`src/rtl/lcd_byte_tx.sv`:
```
// HD44780 byte write engine: RS/D setup, EN strobe, hold, then execution wait.
// Define LCD_PWRON_WAIT_EN to add a power-on wait state entered from reset.
module lcd_byte_tx #(
  parameter int T_SETUP = 1,
  parameter int T_EN    = 5,
  parameter int T_HOLD  = 2,
  parameter int T_EXEC  = 500,
  parameter int T_LONG  = 16000,
  parameter int T_PWRON = 400000
) (
  input  logic       clk,
  input  logic       rst,
  input  logic [7:0] data,
  input  logic       start,
  input  logic       cd,
  output logic [7:0] lcd_d,
  output logic       lcd_rs,
  output logic       lcd_en,
  output logic       done_tick,
  output logic       busy
);

  localparam int CMAX = 24'hFF_FFFF;

  if (T_SETUP < 1 || T_SETUP > CMAX ||
      T_EN    < 1 || T_EN    > CMAX ||
      T_HOLD  < 1 || T_HOLD  > CMAX ||
      T_EXEC  < 1 || T_EXEC  > CMAX ||
      T_LONG  < 1 || T_LONG  > CMAX ||
      T_PWRON < 1 || T_PWRON > CMAX) begin : g_bad_timing
    $error("lcd_byte_tx: timing parameter outside 1..2^24-1");
  end

  localparam logic [23:0] C_SETUP = 24'(T_SETUP);
  localparam logic [23:0] C_EN    = 24'(T_EN);
  localparam logic [23:0] C_HOLD  = 24'(T_HOLD);
  localparam logic [23:0] C_EXEC  = 24'(T_EXEC);
  localparam logic [23:0] C_LONG  = 24'(T_LONG);
`ifdef LCD_PWRON_WAIT_EN
  localparam logic [23:0] C_PWRON = 24'(T_PWRON);
`endif

  typedef enum logic [2:0] {
    IDLE,
    SETUP,
    PULSE,
    HOLD,
    EXEC,
    DONE,
    PWRON
  } state_t;

  state_t      state;
  logic [23:0] cnt;
  logic        armed;
  logic        long_q;
  logic        last;
  logic        is_long;

  assign last = (cnt == 24'd1);

  // clear and return-home need the long execution wait
  assign is_long = !cd && (data[7:2] == 6'd0) && (data != 8'd0);

  always_ff @(posedge clk or negedge rst) begin
    if (!rst) begin
`ifdef LCD_PWRON_WAIT_EN
      state <= PWRON;
      cnt   <= C_PWRON;
      busy  <= 1'b1;
`else
      state <= IDLE;
      cnt   <= 24'd0;
      busy  <= 1'b0;
`endif
      lcd_d     <= 8'd0;
      lcd_rs    <= 1'b0;
      lcd_en    <= 1'b0;
      done_tick <= 1'b0;
      armed     <= 1'b1;
      long_q    <= 1'b0;
    end else begin
      done_tick <= 1'b0;
      if (!start) begin
        armed <= 1'b1;
      end
      unique case (state)
`ifdef LCD_PWRON_WAIT_EN
        PWRON: begin
          if (last) begin
            cnt   <= 24'd0;
            busy  <= 1'b0;
            state <= IDLE;
          end else begin
            cnt <= cnt - 24'd1;
          end
        end
`endif
        IDLE: begin
          if (start && armed) begin
            lcd_d  <= data;
            lcd_rs <= cd;
            long_q <= is_long;
            cnt    <= C_SETUP;
            busy   <= 1'b1;
            state  <= SETUP;
          end
        end
        SETUP: begin
          if (last) begin
            lcd_en <= 1'b1;
            cnt    <= C_EN;
            state  <= PULSE;
          end else begin
            cnt <= cnt - 24'd1;
          end
        end
        PULSE: begin
          if (last) begin
            lcd_en <= 1'b0;
            cnt    <= C_HOLD;
            state  <= HOLD;
          end else begin
            cnt <= cnt - 24'd1;
          end
        end
        HOLD: begin
          if (last) begin
            cnt   <= long_q ? C_LONG : C_EXEC;
            state <= EXEC;
          end else begin
            cnt <= cnt - 24'd1;
          end
        end
        EXEC: begin
          if (last) begin
            cnt   <= 24'd0;
            state <= DONE;
          end else begin
            cnt <= cnt - 24'd1;
          end
        end
        DONE: begin
          // a start still held from this byte must drop before re-accept
          done_tick <= 1'b1;
          armed     <= 1'b0;
          busy      <= 1'b0;
          state     <= IDLE;
        end
        default: begin
          lcd_en <= 1'b0;
          busy   <= 1'b0;
          state  <= IDLE;
        end
      endcase
    end
  end

endmodule
```
`config.mk`:
```
export PLATFORM = sky130hd
export DESIGN_NAME = lcd_byte_tx
export DESIGN_NICKNAME = d
export VERILOG_FILES = /design/src/rtl/lcd_byte_tx.sv
export SDC_FILE = /design/constraint.sdc
export NUM_CORES = 1
export LEC_CHECK = 0
export CORE_ASPECT_RATIO = 0.8
export CORE_UTILIZATION = 40
export DETAILED_ROUTE_END_ITERATION = 8
export GPL_TIMING_DRIVEN = 0
export SKIP_LAST_GASP = 1
export SLEW_MARGIN = 15
export SYNTH_ARGS = -nofsm -noshare
export SYNTH_HDL_FRONTEND = slang
export SYNTH_SLANG_ARGS = --single-unit
```
`constraint.sdc`:
```
create_clock -name clk -period 3.1 [get_ports clk]
set_input_delay 0.31 -clock clk [delete_from_list [all_inputs] [get_ports clk]]
set_output_delay 0.31 -clock clk [all_outputs]
set_load 0.1 [all_outputs]
```
# Yosys cells after proc, flatten, opt, wreduce, memory -nomap -nowiden
# Cells that the tools add are included.
# totals
reg_bits	41
input_bits	12
output_inout_bits	12
wordCells	60
# classes
addsub	1
eq_ne	12
n_mux	21
bitwise_logic	2
n_reduce_logical	15
# ops
cell	count
$mux 24	5
$pmux 24 s5	1
$eq 24x1->1 const B	1
$sub 24x1->24 const B	1
$mux 3	5
$pmux 3 s5	1
$mux 14	1
$ne 2x2->1 const B	5
$reduce_bool 8->1	1
$reduce_or 4->1	2
$eq 3x2->1 const B	2
$eq 3x3->1 const B	2
$logic_not 6->1	1
$mux 1	6
$reduce_and 2->1	3
$reduce_and 5->1	1
$reduce_bool 5->1	1
$eq 3x1->1 const B	1
$logic_and 1x1->1	3
$logic_not 3->1	1
$pmux 1 s3	1
$reduce_and 3->1	1
$ne 2x1->1 const B	1
$not 1->1	2
other kinds (2)	2

# Depth between registers and ports, before layout
# Gate-level depths: netlist (run 1).
# depth
depth_word	4
ltp_mapped	10
mapped_depth_nobuf	8

# Worst setup path before layout (run 1)
# Ideal clock, no wire load.
# synth_timing
kind	reg-to-reg
startpoint	register cnt[8]
endpoint	register cnt[2]
setup_ns	0.124
arrival_ns	2.381
required_time_ns	2.976
slack_ns	0.595
path_stages_with_launch	9
n_path_buf	2
synth_period_minus_slack_ns	2.505
path_cell_list	dfrtp_1 -> or4_4 -> or3_1 -> buf_2 -> or3_1 -> buf_2 -> o311ai_1 -> nor2_1 -> a211o_1
# synth_between
elab_chain_cells	3
word_cells_on_any_way	6
classes_between	eq/ne: 1; mux: 5
# synth_rtl
item	line	text
start: declaration	54	logic [23:0] cnt;
start signal: assignment	115	cnt <= cnt - 24'd1;
start signal: assignment	124	cnt <= cnt - 24'd1;
start signal: assignment	129	cnt <= long_q ? C_LONG : C_EXEC;
$eq 24x1->1 *	60	assign last = (cnt == 24'd1);
$mux 24 (on tied branches)	--	
$pmux 24 s5 *	87	unique case (state)
# Mark *: on every way between the ends. The rest lies on a longest branch, timed or not.
# A chain may end at the register's enable or synchronous reset.

# Final worst setup path (run 1)
# layout_timing
startpoint	register cnt[8]
endpoint	register cnt[15]
# layout_between
elab_chain_cells	3
word_cells_on_any_way	7
classes_between	add/sub: 1; eq/ne: 1; mux: 5
# layout_rtl
item	line
$sub 24x1->24 / $eq 24x1->1 (equally long branches)	--
$mux 24 (on tied branches)	--
$pmux 24 s5 *	87
# Marked as above.

==> results of run 1 <==
[cells in the final DEF, fill, tap and decap left out, types with 3 or more instances in the layout]
master | synthesis | routed
a21oi_1 | 17 | 17
nand3_1 | 9 | 9
clkbuf_1 | 15 | 15
clkbuf_8 | 0 | 6
nand4_1 | 3 | 3
a31oi_1 | 6 | 6
nor2_1 | 23 | 23
o211ai_1 | 4 | 4
dfrtp_1 | 40 | 40
xnor2_1 | 4 | 4
nand2_1 | 24 | 24
o31ai_1 | 6 | 6
nor4_1 | 11 | 11
or4_1 | 3 | 3
buf_2 | 4 | 5
mux2_2 | 9 | 9
or3_1 | 4 | 4
nor3_1 | 13 | 13
clkdlybuf4s50_1 | 0 | 22
inv_1 | 7 | 7
o21ai_0 | 23 | 23
[per-stage QoR]
step,std cells,utilization (%)
final,368,50.3
after detailed placement,359,47.9
after global placement,358,47.7
after CTS,368,50.3
after global routing,368,50.3
after floorplan,257,-
[repair_timing]
item | in CTS | in global routing
resized for setup | 0 | 0
hold buffers | 1 | 0
endpoints found under the hold margin | 13 | 0
setup buffers | 0 | 0
[cell usage after synthesis, types with 3 or more instances]
master     n  area [µm²]
nor4_1    11        68.8
dfrtp_1   40        1000
xnor2_1    4        35.0
clkbuf_1  15        56.3
nand2_1   24        90.1
mux2_2     9         101
buf_2      4        20.0
o21ai_0   23         115
or4_1      3        22.5
inv_1      7        26.3
nor2_1    23        86.3
o31ai_1    6        45.0
o211ai_1   4        30.0
a31oi_1    6        37.5
nand3_1    9        45.0
nor3_1    13        65.1
or3_1      4        25.0
a21oi_1   17        85.1
nand4_1    3        18.8
[sequential cells by signal, indices dropped and copies added (netlist names)]
register,cells
cnt,24
lcd_d,8
long_q,1
lcd_rs,1
busy,1
done_tick,1
state,3
armed,1
lcd_en,1
[metal layers]
layer	share of wire (%)	track usage, %	vias to the layer above
li1	-	-	1009
met1	51	31.6	975
met2	42	27.7	54
met3	5.8	4.29	5
met4	0.90	6.67	0
met5	0	0	-
[cells by family (layout without fill, tap and decap cells)]
kind of cell | after synthesis | after routing | share of synthesized area (%)
buffers and inverters | 26 | 59 | 4.54
adders and majority gates | 2 | 2 | 1.11
xor gates and xnor gates | 6 | 6 | 2.32
DFF | 41 | 41 | 45.4
muxes | 9 | 9 | 4.48
and+or+nand+nor | 104 | 104 | 23.5
AOI/OAI and AO/OA | 69 | 69 | 18.6
[how the worst min path moves through the flow]
stage               startpoint  endpoint  slack (ps)  cells after the start
detailed placement         rst    cnt[6]         240                      1
finish                     rst    cnt[6]         440                      2
global route               rst    cnt[6]         470                      2
global placement         armed     armed         460                      2
floorplan                  rst      busy          10                      0
CTS                        rst    cnt[6]         450                      2
[cell type report]
type | count | area, µm²
clock buffers | 6 | 82.6
clock inverters | 2 | 37.5
multi-input cells | 190 | 1130
flip-flops and latches | 41 | 1030
well taps | 78 | 97.6
inverters | 7 | 26.3
plain buffers | 19 | 76.3
fillers | 539 | 2700
repair buffers | 25 | 255
[power breakdown]
| group | internal [mW] | switching (mW) |
|---|---|---|
| Sequential | 0.534 | 0 |
| Clock | 0.262 | 0.197 |
| Combinational | 0.0157 | 0.0153 |
| Total | 0.812 | 0.212 |
==> metrics.md, run 1 <==
| Metric | Value |
|---|---|
| Clock buffer depth | 2 |
| Final hold slack | 440 ps |
| Total CTS buffers | 5 |
| Final Max Tran Viols | 0 |
| Design area | 2740 µm² |
| Largest net degree at the start of global routing | 28 |
| Clk sink count | 41 |
| Gpl congestion | 0.801 |
| Ys async rst share | 100% |
| Slew @ Worst Pin | 986 ps |
| Post-synthesis cell type count | 45 |
| CTS tree | yes |
| Sequential element share of the synthesized area | 45.4% |
| RSZ-0062 raised after global routing | false |
| GRT Total Usage | 20.3% |
| PortBufs | 23 |
| Top_reg_cell synth | dfrtp_1 |
| Post-Route Setup TNS | 0 ps |
| Drt initial violations | 122 |
| Initial core utilization | 41.6% |
| Buf+Inv Stages, Crit Path | 1 |
| Final Worst Setup Slack | 337 ps |
| CP max-delay cell | or4_4 |
| Remaining global-route overflow | 0 |
| Hold Fails Final Rpt | 0 |
| Drt total wl | 5540 µm |
| Yosys reg bits | 41 |
| DRT Pass-1 Iters | 4 |
| Worst Path Required | 3260 ps |
| # DRC | 0 |
| Crit path to | cnt[15] |
| R2R cell count | 7 |
| Total of warnings raised by yosys | 0 |
| Core area | 5440 µm² |
| EDFF count, synth | 0 |
| Worst-Skew Late Latency | 300 ps |
| Crit. End Element | flip-flop |
| Power density over the cells | 375 nW/µm² |
| Proportion of layout cells with a drive suffix above 1 | 11.0% |
| Status | completed |
| Chip height | 69.3 µm |
| Site row count | 24 |
| Chip width | 86.1 µm |
| First-pass GRT wire length | 9440 µm |
| # setup viols final | 0 |
| Post-route clock period utilization | 89.1% |
| Initial antenna violation count | 0 |
| DIE AREA | 5960 µm² |
| Clk slew on worst S/H paths | 90 ps |
| WL/cell | 15.1 µm |
| Lkg Pwr | 1.03 nW |
| Post-DR vias/cell | 5.55 |
| Crit path from | cnt[8] |
| Post-synthesis cell count | 257 |
| Number of diodes | 0 |
| Area delta synth->final | 20.9% |
| DP Area | 2610 µm² |
| FF-to-FF Start | cnt[8] |
| Hpwl dp | 4040 µm |
| Max_slew headroom | 34.1% |
| Post-route ant nets | 0 |
| # IOs | 24 |
| Critical path cell sequence | or4_4, or3_1, buf_2, nor3_2, a21oi_1, o22ai_1, nor2_1 |
| Critical path class | flip-flop to flip-flop |
| H-tree depth | 2 |
| Crit-path max FO | 8 |
| Critical Path AT | 2930 ps |
| Levels on crit path | 7 |
| Vias in the first global route | 1885 |
| Final Power | 1.02 mW |
| Via count | 2043 |
| Startpoint Class | flip-flop |
| Largest stage delay, worst path | 580 ps |
| Clock period minus worst slack | 2760 ps |
| Root buf cell | clkbuf_8 |
| Crit-path leading delay family | simple AND/OR/NAND/NOR gates |
| Max-cap violations | 0 |
| Syn Nets | 271 |
| Fmax | 0.362 GHz |
| Cell area after synthesis | 2260 µm² |
| Nets | 303 |
| Final Skew | 8.70 ps |
| Reg2reg setup slack | 340 ps |
| Dpl ws | 360 ps |
| Hold Path Class | input pin to asynchronous set/reset pin |
| Critical R2R Capture | cnt[15] |
| Maximum vdd drop | 0.218 mV |
| Mean Syn Cell Area | 8.80 µm² |
No activity file was read; power rests on OpenSTA's default activity.
==> run 2: changes to the inputs <==
CORE_UTILIZATION = 55   (was 40)
PLACE_DENSITY = 0.78   (was default)
==> run 2 against run 1 <==
Sequential share of layout area up 0.21 points. Worst setup slack lost 130 ps. Cell area decreased by 0.55%. Largest cell class unchanged. Core utilization is 20 points higher.
==> metrics.md, run 2 (synthesized netlist as in run 1, its figures left out) <==
| Metric | Value |
|---|---|
| Site row count | 20 (-17%) |
| # setup viols final | 0 (unchanged) |
| Most common cell after layout, fill and taps aside | dfrtp_1 |
| Chip height | 59.4 µm (-14%) |
| Chip width | 73.7 µm (-14%) |
| WL/cell | 16.2 µm (+7.5%) |
| Worst-Skew Late Latency | 300 ps (about the same) |
| Max-cap violations | 0 (unchanged) |
| Most frequent cells in the layout | 40 x dfrtp_1, 24 x nand2_1, 23 x nor2_1, 23 x o21ai_0, 22 x clkdlybuf4s50_1 |
| Design area | 2720 µm² (-0.55%) |
| Buf+Inv Stages, Crit Path | 2 (+1) |
| # IOs | 24 (unchanged) |
| Max reg flops | 24 (unchanged) |
| Final Worst Setup Slack | 211 ps (-126 ps) |
| Crit-path max FO | 10 (+2) |
| Critical path class | flip-flop to flip-flop |
| Drt initial violations | 290 (+140%) |
| CP max-delay cell | or4_4 |
| Post-route clock period utilization | 93.2% (+4.1 points) |
| Biggest regs | cnt (24), lcd_d (8), state (3) |
| First-pass GRT wire length | 9180 µm (-2.8%) |
| RSZ-0062 raised after global routing | false |
| Fin util | 70.1% (+20 points) |
| Hold-fix buffers, CTS | 1 (unchanged) |
| # DRC | 0 (unchanged) |
| Hold Fails Final Rpt | 0 (unchanged) |
| Fillers | 316 (-41%) |
| Worst Path Required | 3280 ps (+20 ps) |
| Clk sink count | 41 (unchanged) |
| DRT Pass-1 Iters | 6 (+2) |
| Hold Path Class | input pin to asynchronous set/reset pin |
| Drt total wl | 5590 µm (+0.81%) |
| Critical Path AT | 3060 ps (+130 ps) |
| Critical path cell sequence | or4_4, or3_1, buf_2, o31ai_1, clkbuf_1, o21ai_0, a21oi_1, nand2_1 |
| Slew @ Worst Pin | 989 ps (+2.77 ps) |
| Clk slew on worst S/H paths | 80 ps (about the same) |
| Post-Layout Cell Count | 345 (-6.3%) |
| Post-CTS Setup Bufs | 0 (unchanged) |
| Max_slew headroom | 33.9% (-0.19 points) |
| Gpl congestion | 0.918 (+15%) |
| Post-Route Setup TNS | 0 ps (unchanged) |
| Via count | 2115 (+3.5%) |
| Root buf cell | clkbuf_8 |
| Dpl ws | 344 ps (-16.5 ps) |
| Status | completed |
| Final Skew | 6.31 ps (-2.40 ps) |
| Initial antenna violation count | 0 (unchanged) |
| Crit-path leading delay family | simple AND/OR/NAND/NOR gates |
| Top reg by flops | cnt |
| Initial core utilization | 58.3% (+17 points) |
| Vias in the first global route | 1882 (-0.16%) |
| Post-route ant nets | 0 (unchanged) |
| Maximum vdd drop | 0.294 mV (+35%) |
| DIE AREA | 4370 µm² (-27%) |
| Largest stage delay, worst path | 550 ps (-30 ps) |
| PortBufs | 23 (unchanged) |
| Placed insts | 336 (-6.4%) |
| Post-CTS sizing | 0 (unchanged) |
| Number of diodes | 0 (unchanged) |
| Proportion of layout cells with a drive suffix above 1 | 11.0% (unchanged) |
| Clock buffer depth | 2 (unchanged) |
| Remaining global-route overflow | 0 (unchanged) |
| Post-DR vias/cell | 6.13 (+10%) |
| GRT Total Usage | 28.4% (+8.1 points) |
| Crit. End Element | flip-flop |
| Nets | 303 (unchanged) |
| Clock period minus worst slack | 2890 ps (+126 ps) |
| DP Area | 2580 µm² (-1.1%) |
| Hpwl dp | 3850 µm (-4.9%) |
| Startpoint Class | flip-flop |
| Total CTS buffers | 5 (unchanged) |
| Core area | 3880 µm² (-29%) |
| Largest net degree at the start of global routing | 33 (+18%) |
| Final hold slack | 400 ps (-40.0 ps) |
| Lkg Pwr | 1.04 nW (+1.0%) |
| Power density over the cells | 395 nW/µm² (+5.5%) |
| Area delta synth->final | 20.2% |
| Fmax | 0.346 GHz (-4.4%) |
| H-tree depth | 2 (unchanged) |
| CTS tree | yes |
| Final Max Tran Viols | 0 (unchanged) |
| Final Power | 1.07 mW (+4.9%) |
==> run 2: worst register-to-register path, delay by kind of cell (launching register included) <==
| kind | cells | cell delay, ps |
|---|---|---|
| AND/OR/NAND/NOR | 3 | 940 |
| AO/OA/AOI/OAI | 3 | 780 |
| buffers and inverters | 2 | 600 |
| flip-flops | 1 | 450 |
==> run 2: path summary, 6_finish.rpt <==
check                             from      to  slack [ps]  cells past startpoint
worst max-delay path            cnt[6]  cnt[9]         210                      8
worst min-delay path               rst  cnt[7]         400                      2
worst max register to register  cnt[6]  cnt[9]         210                      8
worst min register to register   armed   armed         480                      2
max in group asynchronous          rst   armed        2200                      3
min in group clk                 armed   armed         480                      2
==> run 2: area by class of cell <==
cell class	instances	area, µm²	area share [%]
Multi-Input combinational cell	190	1130	41.6
Sequential cell	41	1030	37.8
Timing Repair Buffer	25	255	9.38
Buffer	19	76.3	2.81
Clock buffer	5	68.8	2.53
Tap cell	55	68.8	2.53
Clock inverter	3	65.1	2.39
Inverter	7	26.3	0.966
==> run 2: power breakdown <==
group          internal, mW  leakage (nW)  switching (mW)
Combinational        0.0157         0.496          0.0156
Clock                 0.320        0.0681           0.189
Sequential            0.534         0.480               0
==> run 2: metal layers <==
metal	vias to the layer above	share of wire [%]	GRT usage, %
li1	1005	-	-
met1	988	46	40.9
met2	113	44	42.3
met3	9	8.1	6.80
met4	0	1.0	9.07
met5	-	0	0
